File: config.mk
export PLATFORM = sky130hd
export DESIGN_NAME = mov_sum_feeder
export DESIGN_NICKNAME = d
export VERILOG_FILES = /design/src/rtl/phy_det_pkg.sv /design/src/rtl/delay_ram.sv /design/src/rtl/mov_sum_feeder.sv
export SDC_FILE = /design/constraint.sdc
export NUM_CORES = 1
export LEC_CHECK = 0
export BUFFER_PORTS_ARGS = -buffer_cell sky130_fd_sc_hd__buf_2
export CAP_MARGIN = 40
export CORE_AREA = 3 3 161 163
export CTS_CLUSTER_SIZE = 25
export DETAILED_ROUTE_END_ITERATION = 8
export DIE_AREA = 0 0 164 166
export PLACE_DENSITY = 0.66
export SYNTH_ARGS = -nofsm -noshare
export SYNTH_HDL_FRONTEND = slang
export SYNTH_SLANG_ARGS = --single-unit
File: constraint.sdc
create_clock -name clk -period 7.5 [get_ports clk]
set_input_delay 0.75 -clock clk [delete_from_list [all_inputs] [get_ports clk]]
set_output_delay 0.75 -clock clk [all_outputs]
set_load 0.01 [all_outputs]
File: src/rtl/phy_det_pkg.sv
// Shared constants and types for the packet-detection chain
// (magnitude stage, moving-sum feeder, accumulator).
package phy_det_pkg;

    localparam int DW_MAG      = 17;
    localparam int WIN_DEFAULT = 16;

    typedef enum logic {
        FILL = 1'b0,
        RUN  = 1'b1
    } feeder_state_t;

    typedef logic [DW_MAG-1:0] sample_t;

endpackage

File: src/rtl/delay_ram.sv
// Single-port read-first delay line storage: the old word at i_addr is
// returned on the same edge that overwrites it. Read data holds when idle.
module delay_ram #(
    parameter int DEPTH = 16,
    parameter int DW    = 17,
    parameter int AW    = 4
) (
    input  logic          clk,
    input  logic          i_we,
    input  logic [AW-1:0] i_addr,
    input  logic [DW-1:0] i_wdata,
    output logic [DW-1:0] o_rdata
);

    logic [DW-1:0] r_mem [DEPTH];
    logic [DW-1:0] r_rdata;

    always_ff @(posedge clk) begin
        if (i_we) begin
            r_rdata        <= r_mem[i_addr];
            r_mem[i_addr]  <= i_wdata;
        end
    end

    assign o_rdata = r_rdata;

endmodule

File: src/rtl/mov_sum_feeder.sv
// Moving-sum producer: emits each accepted sample together with the sample
// WIN positions earlier (zero while the window fills) and a one-cycle enable.
module mov_sum_feeder
    import phy_det_pkg::*;
#(
    parameter  int DW  = DW_MAG,
    parameter  int WIN = WIN_DEFAULT,
    localparam int AW  = $clog2(WIN)
) (
    input  logic          clk,
    input  logic          rst,
    input  logic          in_valid,
    input  logic [DW-1:0] in_data,
    input  logic          flush,
    output logic          out_ena,
    output logic [DW-1:0] out_a,
    output logic [DW-1:0] out_a_d,
    output logic          win_full,
    output logic [AW:0]   fill_cnt
);

    localparam logic [AW:0]   FILL_MAX = (AW+1)'(WIN);
    localparam logic [AW:0]   FILL_PRE = (AW+1)'(WIN - 1);
    localparam logic [AW-1:0] WP_LAST  = AW'(WIN - 1);

    feeder_state_t r_state;
    logic [AW-1:0] r_wp;
    logic [AW:0]   r_fill;
    logic          r_ena;
    logic [DW-1:0] r_a;
    logic          r_ad_sel;
    logic          w_accept;
    logic          w_we;
    logic [DW-1:0] w_rdata;

    assign w_accept = in_valid & ~flush;
    assign w_we     = w_accept & ~rst;

    delay_ram #(
        .DEPTH (WIN),
        .DW    (DW),
        .AW    (AW)
    ) u_ram (
        .clk     (clk),
        .i_we    (w_we),
        .i_addr  (r_wp),
        .i_wdata (in_data),
        .o_rdata (w_rdata)
    );

    always_ff @(posedge clk) begin
        if (rst || flush) begin
            r_state  <= FILL;
            r_wp     <= '0;
            r_fill   <= '0;
            r_ena    <= 1'b0;
            r_a      <= '0;
            r_ad_sel <= 1'b0;
        end else begin
            r_ena <= w_accept;
            if (w_accept) begin
                r_a      <= in_data;
                // RAM output is uninitialised until a full window has been written
                r_ad_sel <= (r_state == RUN);
                r_wp     <= (r_wp == WP_LAST) ? '0 : r_wp + 1'b1;
                if (r_fill != FILL_MAX)
                    r_fill <= r_fill + 1'b1;
                if (r_state == FILL && r_fill == FILL_PRE)
                    r_state <= RUN;
            end
        end
    end

    assign out_ena  = r_ena;
    assign out_a    = r_a;
    assign out_a_d  = r_ad_sel ? w_rdata : '0;
    assign win_full = (r_state == RUN);
    assign fill_cnt = r_fill;

endmodule

==> flow_summary.ini, run 1 <==
[timing]
fin_crit_ns = 2.855
slew_headroom_pct = 46.09
fmax_mhz = 350.2
rsz0062_at_grt = false
fin_crit_sh_pct = 38.07
tightest_slew_ns = 0.8087
hold_viol_final = 0
whs_ns = 0.4797
slew_violations = 0
setup_slack_ns = 4.645
tns_ns = 0
setup_viol = 0
skew_ns = 0.01261

[cts]
post-cts-setup-buffers = 0
cts_tree = yes
clk_latency_ns = 0.51
path_clk_slew_ns = 0.06
clk_path_buf_depth = 3
cts_repair_resize_count = 0
h-tree-depth = 2
cts_buffers = 34
cts_hold_buffers = 0
clock_sinks = 318
cts_root_buf = clkbuf_16

[detailed_routing]
drt_wl_total_microns = 26910
antenna_left = 0
post_drt_wl_per_cell_microns = 25.97
avgViaCountPerCell = 5.849
drt_drc_violations_left = 0
drt-initial-drc-count = 560
via_count = 6060
first_pass_iters = 4

[die]
fp.dieW_microns = 164
pin_count = 62
die-area_sq_mm = 0.02722
initial_core_util_pct = 49.96
rows = 57
die_y_microns = 166
coreArea_sq_mm = 0.02446

[worst_setup_path]
cp_cell_sequence = buf_4 -> mux4_1 -> a22oi_1 -> nand2_1
r2r_start = r_wp[0]
reg2reg_to = u_ram.o_rdata[0]
reg2reg_slack_ns = 4.64
crit_type = register to register
crit_required_ns = 7.74
critPathLaunchType = register
arrival_ns = 3.09
end_kind = register
cp_slowest_stage_delay_ns = 0.75
r2r_cells = 4
worstPathMaxFanout = 41
cpMaxStageDelayCell = dfxtp_4

[placement]
post-place-cells = 976
dp_hpwl_microns = 17000
gp_congestion = 0.8822
port_buffers = 61
dp_slack_ns = 4.296

[yosys]
seq_area_frac_synth_pct = 75.76
yosysWarnings = 0
avgSynthCellArea_sq_um = 20.37
ys_ff_latch = 318
synth.area.mux_share_pct = 15.04
synth_fa_ha_area_share_pct = 0.7166
synth_area_leaders = edfxtp_1, mux4_2, mux4_1
synthXorXnorAreaFrac_pct = 0.07166
synth_edf_count = 289
async_flop_share_pct = 0
synth_compound_area_share_pct = 2.764
ys.flop_type = edfxtp_1
syn_area_sq_mm = 0.01222
synth-simple-area-share_pct = 3.993
yosysTopAreaCell = edfxtp_1
syn_inst = 600
yosysUniqueCellTypes = 33
synth_top_family_by_area = multiplexers
synth_nets = 628
synth_top_area_share_pct = 71.01

[worst_hold_path]
holdCritPathClass = input pin to register
min_from = rst
holdPathEnd = out_ena
min_path_cells = 2

[global_route]
grt_max_degree = 42
grt_use_total_pct = 20.17
grt_pass1_wl_microns = 39730
grt_pass1_vias = 6044
overflow = 0
antenna_found_initial = 2

[cells_and_area]
antenna_cells = 0
final_cell_mix = edfxtp_1, buf_2, mux4_2, clkbuf_16, a22oi_1
fin_nets = 716
syn_to_final_growth_pct = 16.22
drive_gt1_share_pct = 27.11
utilization_pct = 58.06
fill_cells = 1792
final_common_cell = edfxtp_1
final_cells = 1036

[power_and_ir_drop]
peakVddDrop_mv = 0.1932
p_leak_nw = 4.759
combPwrFrac_pct = 2.7
p_int_w = 0.003007
p_switching_w = 0.0007123
p_seq_share_pct = 52.4
powerDensity_mw_per_mm2 = 261.9
p_sw_share_pct = 19.15
power.clock.fraction_pct = 44.9

[job]
max_cap_viol_count = 0

[status]
status = completed
## cells by family (layout without fill, tap and decap cells)
| kind of cell | count (synthesis) | in the layout |
|---|---|---|
| adders and majority gates | 7 | 7 |
| and+or+nand+nor | 100 | 100 |
| muxes | 87 | 87 |
| xor gates and xnor gates | 1 | 1 |
| DFF | 318 | 318 |
| buffers and inverters | 38 | 150 |
| AOI/OAI and AO/OA | 49 | 49 |
## worst max-delay path: cells and delay by family, from the launching register on
kind,cells,cell delay [ns]
simple gates,1,0.09
compound gates,1,0.34
flops,1,0.75
mux,1,0.63
buf+inv,1,0.72
## worst max path at each step
stage,endpoint,startpoint,slack [ns],cells past startpoint
final,u_ram.o_rdata[0],r_wp[0],4.64,4
after global routing,u_ram.o_rdata[0],r_wp[0],4.45,4
after CTS,u_ram.o_rdata[0],r_wp[0],4.59,4
after detailed placement,u_ram.r_mem[11][1],in_valid,4.30,6
after global placement,u_ram.r_mem[4][11],in_valid,4.21,5
after floorplan,u_ram.r_mem[0][0],in_valid,3.08,4
## layout make-up
| type | instances | area, sq um | share of cell area, % |
|---|---|---|---|
| flip-flops and latches | 318 | 9264 | 65.22 |
| well taps | 324 | 405.4 | 2.854 |
| inverters | 6 | 22.52 | 0.1586 |
| repair buffers | 84 | 565.5 | 3.982 |
| clock inverters | 17 | 182.7 | 1.286 |
| multi-input cells | 244 | 2815 | 19.82 |
| clock buffers | 43 | 948.4 | 6.677 |
## per-stage QoR
stage | instance area, sq um | total power, W
6_report | 14200 | 0.003719
4_1_cts | 14200 | 0.003755
3_3_place_gp | 12860 | 0.002084
5_1_grt | 14200 | 0.003837
3_5_place_dp | 13070 | 0.002089
2_1_floorplan | 12220 | 0.002033
## state kept, by name, indices dropped and copies added, names as in the netlist
register and count:
u_ram.r_mem 272, r_ad_sel 1, fill_cnt 5, out_ena 1, r_wp 4, u_ram.o_rdata 17, win_full 1, out_a 17
## power groups by stage
stage	sequential (W)	clock (W)	combinational [W]
after global routing	0.00195	0.00178	0.000108
after global placement	0.00199	0	0.0000985
after floorplan	0.00198	0	0.0000489
after CTS	0.00195	0.00170	0.000103
final	0.00195	0.00167	0.000100
after detailed placement	0.00199	0	0.000103
## cells in the mapped netlist, types with 7 or more instances
master,count
a21oi_1,8
a22oi_1,34
and2_1,18
clkbuf_1,17
dfxtp_1,29
edfxtp_1,289
ha_1,7
mux2i_1,19
mux4_1,31
mux4_2,37
nand2_1,23
nor2_1,35
## per-layer routing
metal	up-vias	track usage, %	share of wire [%]
li1	2644	-	-
met1	3139	27.80	40
met2	235	32.18	50
met3	38	5.438	7.9
met4	4	5.406	1.9
met5	-	0	0.10
Power figures use the tool's default switching activity.
==> inputs of run 2 (changes only) <==
ABC_AREA = 1   (was default)
CORE_AREA = 3 3 171 173   (was 3 3 161 163)
DIE_AREA = 0 0 174 176   (was 0 0 164 166)
PLACE_DENSITY = 0.69   (was 0.66)
clock period = 2.5 ns   (was 7.5 ns; I/O delays follow)
==> run 2 against run 1 <==
Net effect: sequential cell count unchanged; sequential share of layout area decreased by 7.1 points; clock power grew to 3.0 times the previous value; synthesized cell count grew 140%; via count up 58%; wire length increased by 23%; final cell count up 88%; first-iteration DRC count grew 68%; non-clock buffer count rose by 25; combinational power increased to 4.5 times the previous value; die area up 12%; sequential power rose to 3.0 times the previous value; largest cell class unchanged.
==> flow_summary.ini, run 2 <==
[cells_and_area]
largest_reg_flops = 272
syn_to_final_growth_pct = 14.40
final_cell_mix = nand2_1, inv_1, edfxtp_1
fin_nets = 1573
drive_gt1_share_pct = 11.48
regMostFlops = u_ram.r_mem
final_common_cell = nand2_1
antenna_cells = 0

[cts]
clk_latency_ns = 0.50
h-tree-depth = 2
cts_root_buf = clkbuf_16
clock_sinks = 318
path_clk_slew_ns = 0.06
cts_repair_resize_count = 0
cts_tree = yes
clk_path_buf_depth = 3
cts_buffers = 34

[power_and_ir_drop]
combPwrFrac_pct = 4.0
power.clock.fraction_pct = 44.0
p_total_w = 0.01126
peakVddDrop_mv = 0.6844
p_leak_nw = 7.441
p_sw_share_pct = 20.43
p_seq_share_pct = 52.1
p_switching_w = 0.002300
powerDensity_mw_per_mm2 = 706.7
p_int_w = 0.008958

[yosys]
synth_top_area_share_pct = 62.33
synth_nets = 1485
syn_area_sq_mm = 0.01392
avgSynthCellArea_sq_um = 9.556
synth_edf_count = 289
yosysTopAreaCell = edfxtp_1
synth_most_common_cell = nand2_1
ys_ff_latch = 318
async_flop_share_pct = 0
syn_inst = 1457
ys.flop_type = edfxtp_1
synth_commonest_cells = nand2_1, inv_1, edfxtp_1, nand3_1, nor2_1
yosysWarnings = 0
yosysUniqueCellTypes = 19
seq_area_frac_synth_pct = 66.50
synth_area_leaders = edfxtp_1, nand2_1, inv_1

[worst_setup_path]
cp_cell_sequence = nand2_1 -> inv_1 -> buf_2
r2r_start = r_wp[1]
reg2reg_to = u_ram.r_mem[9][5]
crit_required_ns = 2.25
crit_type = register to output pin
crit_buf_inv = 2
arrival_ns = 1.80
r2r_cells = 5
worstPathMaxFanout = 18
cp_slowest_stage_delay_ns = 0.84
crit_family = flip-flops
critPathLaunchType = register
cpMaxStageDelayCell = dfxtp_1
end_kind = output pin
reg2reg_slack_ns = 0.47

[detailed_routing]
antenna_left = 0
drt_wl_total_microns = 33040
drt-initial-drc-count = 940
avgViaCountPerCell = 4.912
drt_drc_violations_left = 0
via_count = 9558
first_pass_iters = 5
post_drt_wl_per_cell_microns = 16.98

[timing]
setup_viol = 0
hold_viol_final = 0
fmax_mhz = 488.7
fin_crit_sh_pct = 81.85
rsz0062_at_grt = false
fin_crit_ns = 2.046
slew_headroom_pct = 46.77
slew_violations = 0
setup_slack_ns = 0.4537
tightest_slew_ns = 0.7974
skew_ns = 0.01468

[placement]
port_buffers = 61
dp_slack_ns = 0.4830
dp_hpwl_microns = 20310
gp_congestion = 0.8308

[worst_hold_path]
holdCritPathClass = input pin to register
min_from = in_data[1]
min_path_cells = 1
holdPathEnd = u_ram.r_mem[0][1]

[global_route]
grt_use_total_pct = 21.62
antenna_found_initial = 0
grt_pass1_vias = 9413
overflow = 0
grt_pass1_wl_microns = 51410
grt_max_degree = 81

[die]
pin_count = 62
initial_core_util_pct = 50.12
coreArea_sq_mm = 0.02778
die_y_microns = 176
die-area_sq_mm = 0.03062
fp.dieW_microns = 174
rows = 61

[job]
max_cap_viol_count = 0

[status]
status = completed
## run 2: worst max-delay path by stage
stage                        end  cells after the start  startpoint  slack, ns
3_5_place_dp   u_ram.r_mem[9][5]                      5     r_wp[1]       0.48
3_3_place_gp   u_ram.r_mem[9][5]                      5     r_wp[1]       0.55
2_1_floorplan  u_ram.r_mem[0][0]                      5    in_valid     -0.005
4_1_cts              out_a_d[14]                      3    r_ad_sel       0.42
6_report             out_a_d[14]                      3    r_ad_sel       0.45
5_1_grt              out_a_d[11]                      3    r_ad_sel       0.36
## run 2: area by class of cell
class,count,area (sq um)
repair buffers,109,693.2
flip-flops and latches,318,9264
fillers,2374,11850
well taps,378,473.0
clock inverters,13,140.1
clock buffers,46,959.7
multi-input cells,741,3117
inverters,341,1282
## run 2: cell families (layout without fill, tap and decap cells)
kind of cell / count (synthesis) / count (layout) / share of synthesized area, %
DFF: 318 / 318 / 66.50
and+or+nand+nor: 704 / 704 / 20.32
xor gates and xnor gates: 2 / 2 / 0.1258
adders and majority gates: 7 / 7 / 0.6290
AOI/OAI and AO/OA: 28 / 28 / 1.024
buffers and inverters: 398 / 509 / 11.40
## run 2: per-stage QoR
stage	util, %	TNS [ns]	hold WS, ns	instances	cell area, sq um
2_1_floorplan	-	-1.470	0.3224	1457	13920
3_3_place_gp	53.34	0	0.4520	1886	14820
3_5_place_dp	53.34	0	0.4574	1886	14820
4_1_cts	57.34	0	0.1500	1946	15930
5_1_grt	57.34	0	0.1551	1946	15930
6_report	57.34	0	0.1600	1946	15930
## run 2: layer usage
metal	global-route usage, %	wire [microns]	up-vias
li1	-	-	4656
met1	28.14	13900	4501
met2	36.25	15720	327
met3	4.387	2358	74
met4	7.942	1062	0
met5	0	0	-
## run 2: worst reg2reg max path: cells and delay by family (launching register included)
family,cells,cell delay (ns)
simple gates,2,0.61
buf+inv,2,0.51
flops,1,0.42
fa+ha+maj,1,0.20
## run 2: power by group through the flow
| stage | Combinational (W) | Clock [W] | Sequential (W) |
|---|---|---|---|
| after CTS | 0.000452 | 0.00504 | 0.00586 |
| after global routing | 0.000500 | 0.00524 | 0.00586 |
| after floorplan | 0.000243 | 0 | 0.00597 |
| after global placement | 0.000441 | 0 | 0.00597 |
| final | 0.000446 | 0.00495 | 0.00586 |
| after detailed placement | 0.000449 | 0 | 0.00597 |
## run 2: timing repair
| item | CTS | global route |
|---|---|---|
| endpoints found under the hold margin | 1 | 0 |
| setup buffers | 0 | 0 |
| hold buffers | 1 | 0 |
==> inputs of run 3 (changes only) <==
ABC_AREA = 0   (was 1)
CORE_AREA = 3 3 161 163   (was 3 3 171 173)
DIE_AREA = 0 0 164 166   (was 0 0 174 176)
clock period = 1.84 ns   (was 2.5 ns; I/O delays follow)
==> run 3 against run 2 <==
Net effect: sequential power grew 35%; via count shrank 33%; sequential share of layout area grew 3.8 points; largest cell class unchanged; core utilization grew 3.7 points; die area shrank 11%; total power grew 31%; wire length shrank 16%; clock power grew 30%; hold slack lost 0.14 ns.
==> flow_summary.ini, run 3 (synthesis gave the netlist of run 1 again) <==
[detailed_routing]
antenna_left = 0
post_drt_wl_per_cell_microns = 25.47
first_pass_iters = 5
drt_wl_total_microns = 27820
avgViaCountPerCell = 5.833
drt-initial-drc-count = 541
via_count = 6370
drt_drc_violations_left = 0

[timing]
fin_crit_sh_pct = 99.93
whs_ns = 0.02110
hold_viol_final = 0
fin_crit_ns = 1.839
tightest_slew_ns = 0.6573
rsz0062_at_grt = true
slew_violations = 0
slew_headroom_pct = 56.09
fmax_mhz = 543.9
setup_viol = 0
skew_ns = 0.01142

[global_route]
use_met1_pct = 28.00
grt_use_met2_pct = 34.96
grt_pass1_vias = 6656
grt-busiest-layer = met2
met3_usage_pct = 3.293
grt_use_total_pct = 20.62
grt_pass1_wl_microns = 41720
grt_max_degree = 40
antenna_found_initial = 0
overflow = 0

[worst_setup_path]
critPathLaunchType = register
arrival_ns = 2.15
cpMaxStageDelayCell = mux4_1
cpMostUsedCell = buf_12
crit_required_ns = 2.15
end_kind = register
crit_buf_inv = 2
crit_family = multiplexers
worstPathMaxFanout = 10
crit_type = register to register
cp_cell_sequence = buf_12 -> buf_12 -> mux4_1 -> a22oi_1 -> nand2_1
cp_slowest_stage_delay_ns = 0.59

[cts]
clk_path_buf_depth = 3
h-tree-depth = 1
clk_latency_ns = 0.56
cts_tree = yes
cts_buffers = 30
cts_root_buf = clkbuf_16
path_clk_slew_ns = 0.07
clock_sinks = 318

[die]
die-area_sq_mm = 0.02722
rows = 57
pin_count = 62
initial_core_util_pct = 49.96
die_y_microns = 166
fp.dieW_microns = 164
coreArea_sq_mm = 0.02446

[cells_and_area]
fill_cells = 1705
final_common_cell = edfxtp_1
fin_nets = 772
largest_reg_flops = 272
utilization_pct = 61.08
syn_to_final_growth_pct = 22.25
drive_gt1_share_pct = 35.42
regMostFlops = u_ram.r_mem
final_cell_mix = edfxtp_1, buf_2, buf_4
final_cells = 1092
antenna_cells = 0

[power_and_ir_drop]
p_leak_nw = 5.049
combPwrFrac_pct = 3.0
powerDensity_mw_per_mm2 = 990.1
p_switching_w = 0.002829
p_seq_share_pct = 53.6
p_int_w = 0.01196
p_total_w = 0.01479
power.clock.fraction_pct = 43.4
peakVddDrop_mv = 0.7426
p_sw_share_pct = 19.13

[worst_hold_path]
holdCritPathClass = input pin to register

[placement]
gp_congestion = 0.8145
port_buffers = 61
dp_hpwl_microns = 16880
post-place-cells = 1020

[job]
max_cap_viol_count = 0

[status]
status = completed
## run 3: layout make-up
class / count / area [sq um] / area share [%]
flip-flops and latches: 318 / 9264 / 62.00
multi-input cells: 244 / 2945 / 19.71
repair buffers: 144 / 1267 / 8.483
clock buffers: 42 / 837.1 / 5.603
well taps: 324 / 405.4 / 2.713
clock inverters: 14 / 198.9 / 1.332
inverters: 6 / 22.52 / 0.1507
## run 3: repair_timing
| item | in CTS | in global routing |
|---|---|---|
| pin swaps | 3 | 9 |
| resized for setup | 10 | 32 |
| gates cloned | 0 | 2 |
| hold endpoints to repair | 17 | 0 |
| setup endpoints to repair | 199 | 171 |
| hold buffers | 3 | 0 |
| buffers inserted | 7 | 3 |
## run 3: per-stage QoR
step                      setup TNS, ns  cell area [sq um]  worst slack (ns)
after floorplan                  -64.56              12340           -0.2903
after global routing            -0.4873              14940          -0.03768
final                                 0              14940          0.001325
after detailed placement         -7.089              13550           -0.1900
after CTS                             0              14770          0.001009
after global placement           -1.868              13540           -0.1493
## run 3: power groups by stage
stage,clock network (W),logic (W),registers (W)
finish,0.00642,0.000448,0.00793
global route,0.00682,0.000486,0.00793
CTS,0.00652,0.000438,0.00793
detailed placement,0,0.000417,0.00809
global placement,0,0.000396,0.00808
floorplan,0,0.000206,0.00809
## run 3: layer usage
layer	vias up	share of wire [%]	routed length (microns)
met5	-	0	0
met1	3330	40	11200
met2	239	52	14370
met4	0	2.3	648
met3	51	5.8	1601
li1	2750	-	-
## run 3: path summary, 6_finish.rpt
path	to	startpoint	cells after the start	slack, ns
hold / removal	u_ram.r_mem[1][5]	in_data[5]	1	0.02
setup reg to reg	u_ram.o_rdata[4]	r_wp[0]	5	0.001
hold reg to reg	out_a[13]	out_a[13]	2	0.49
setup / recovery	u_ram.o_rdata[4]	r_wp[0]	5	0.001
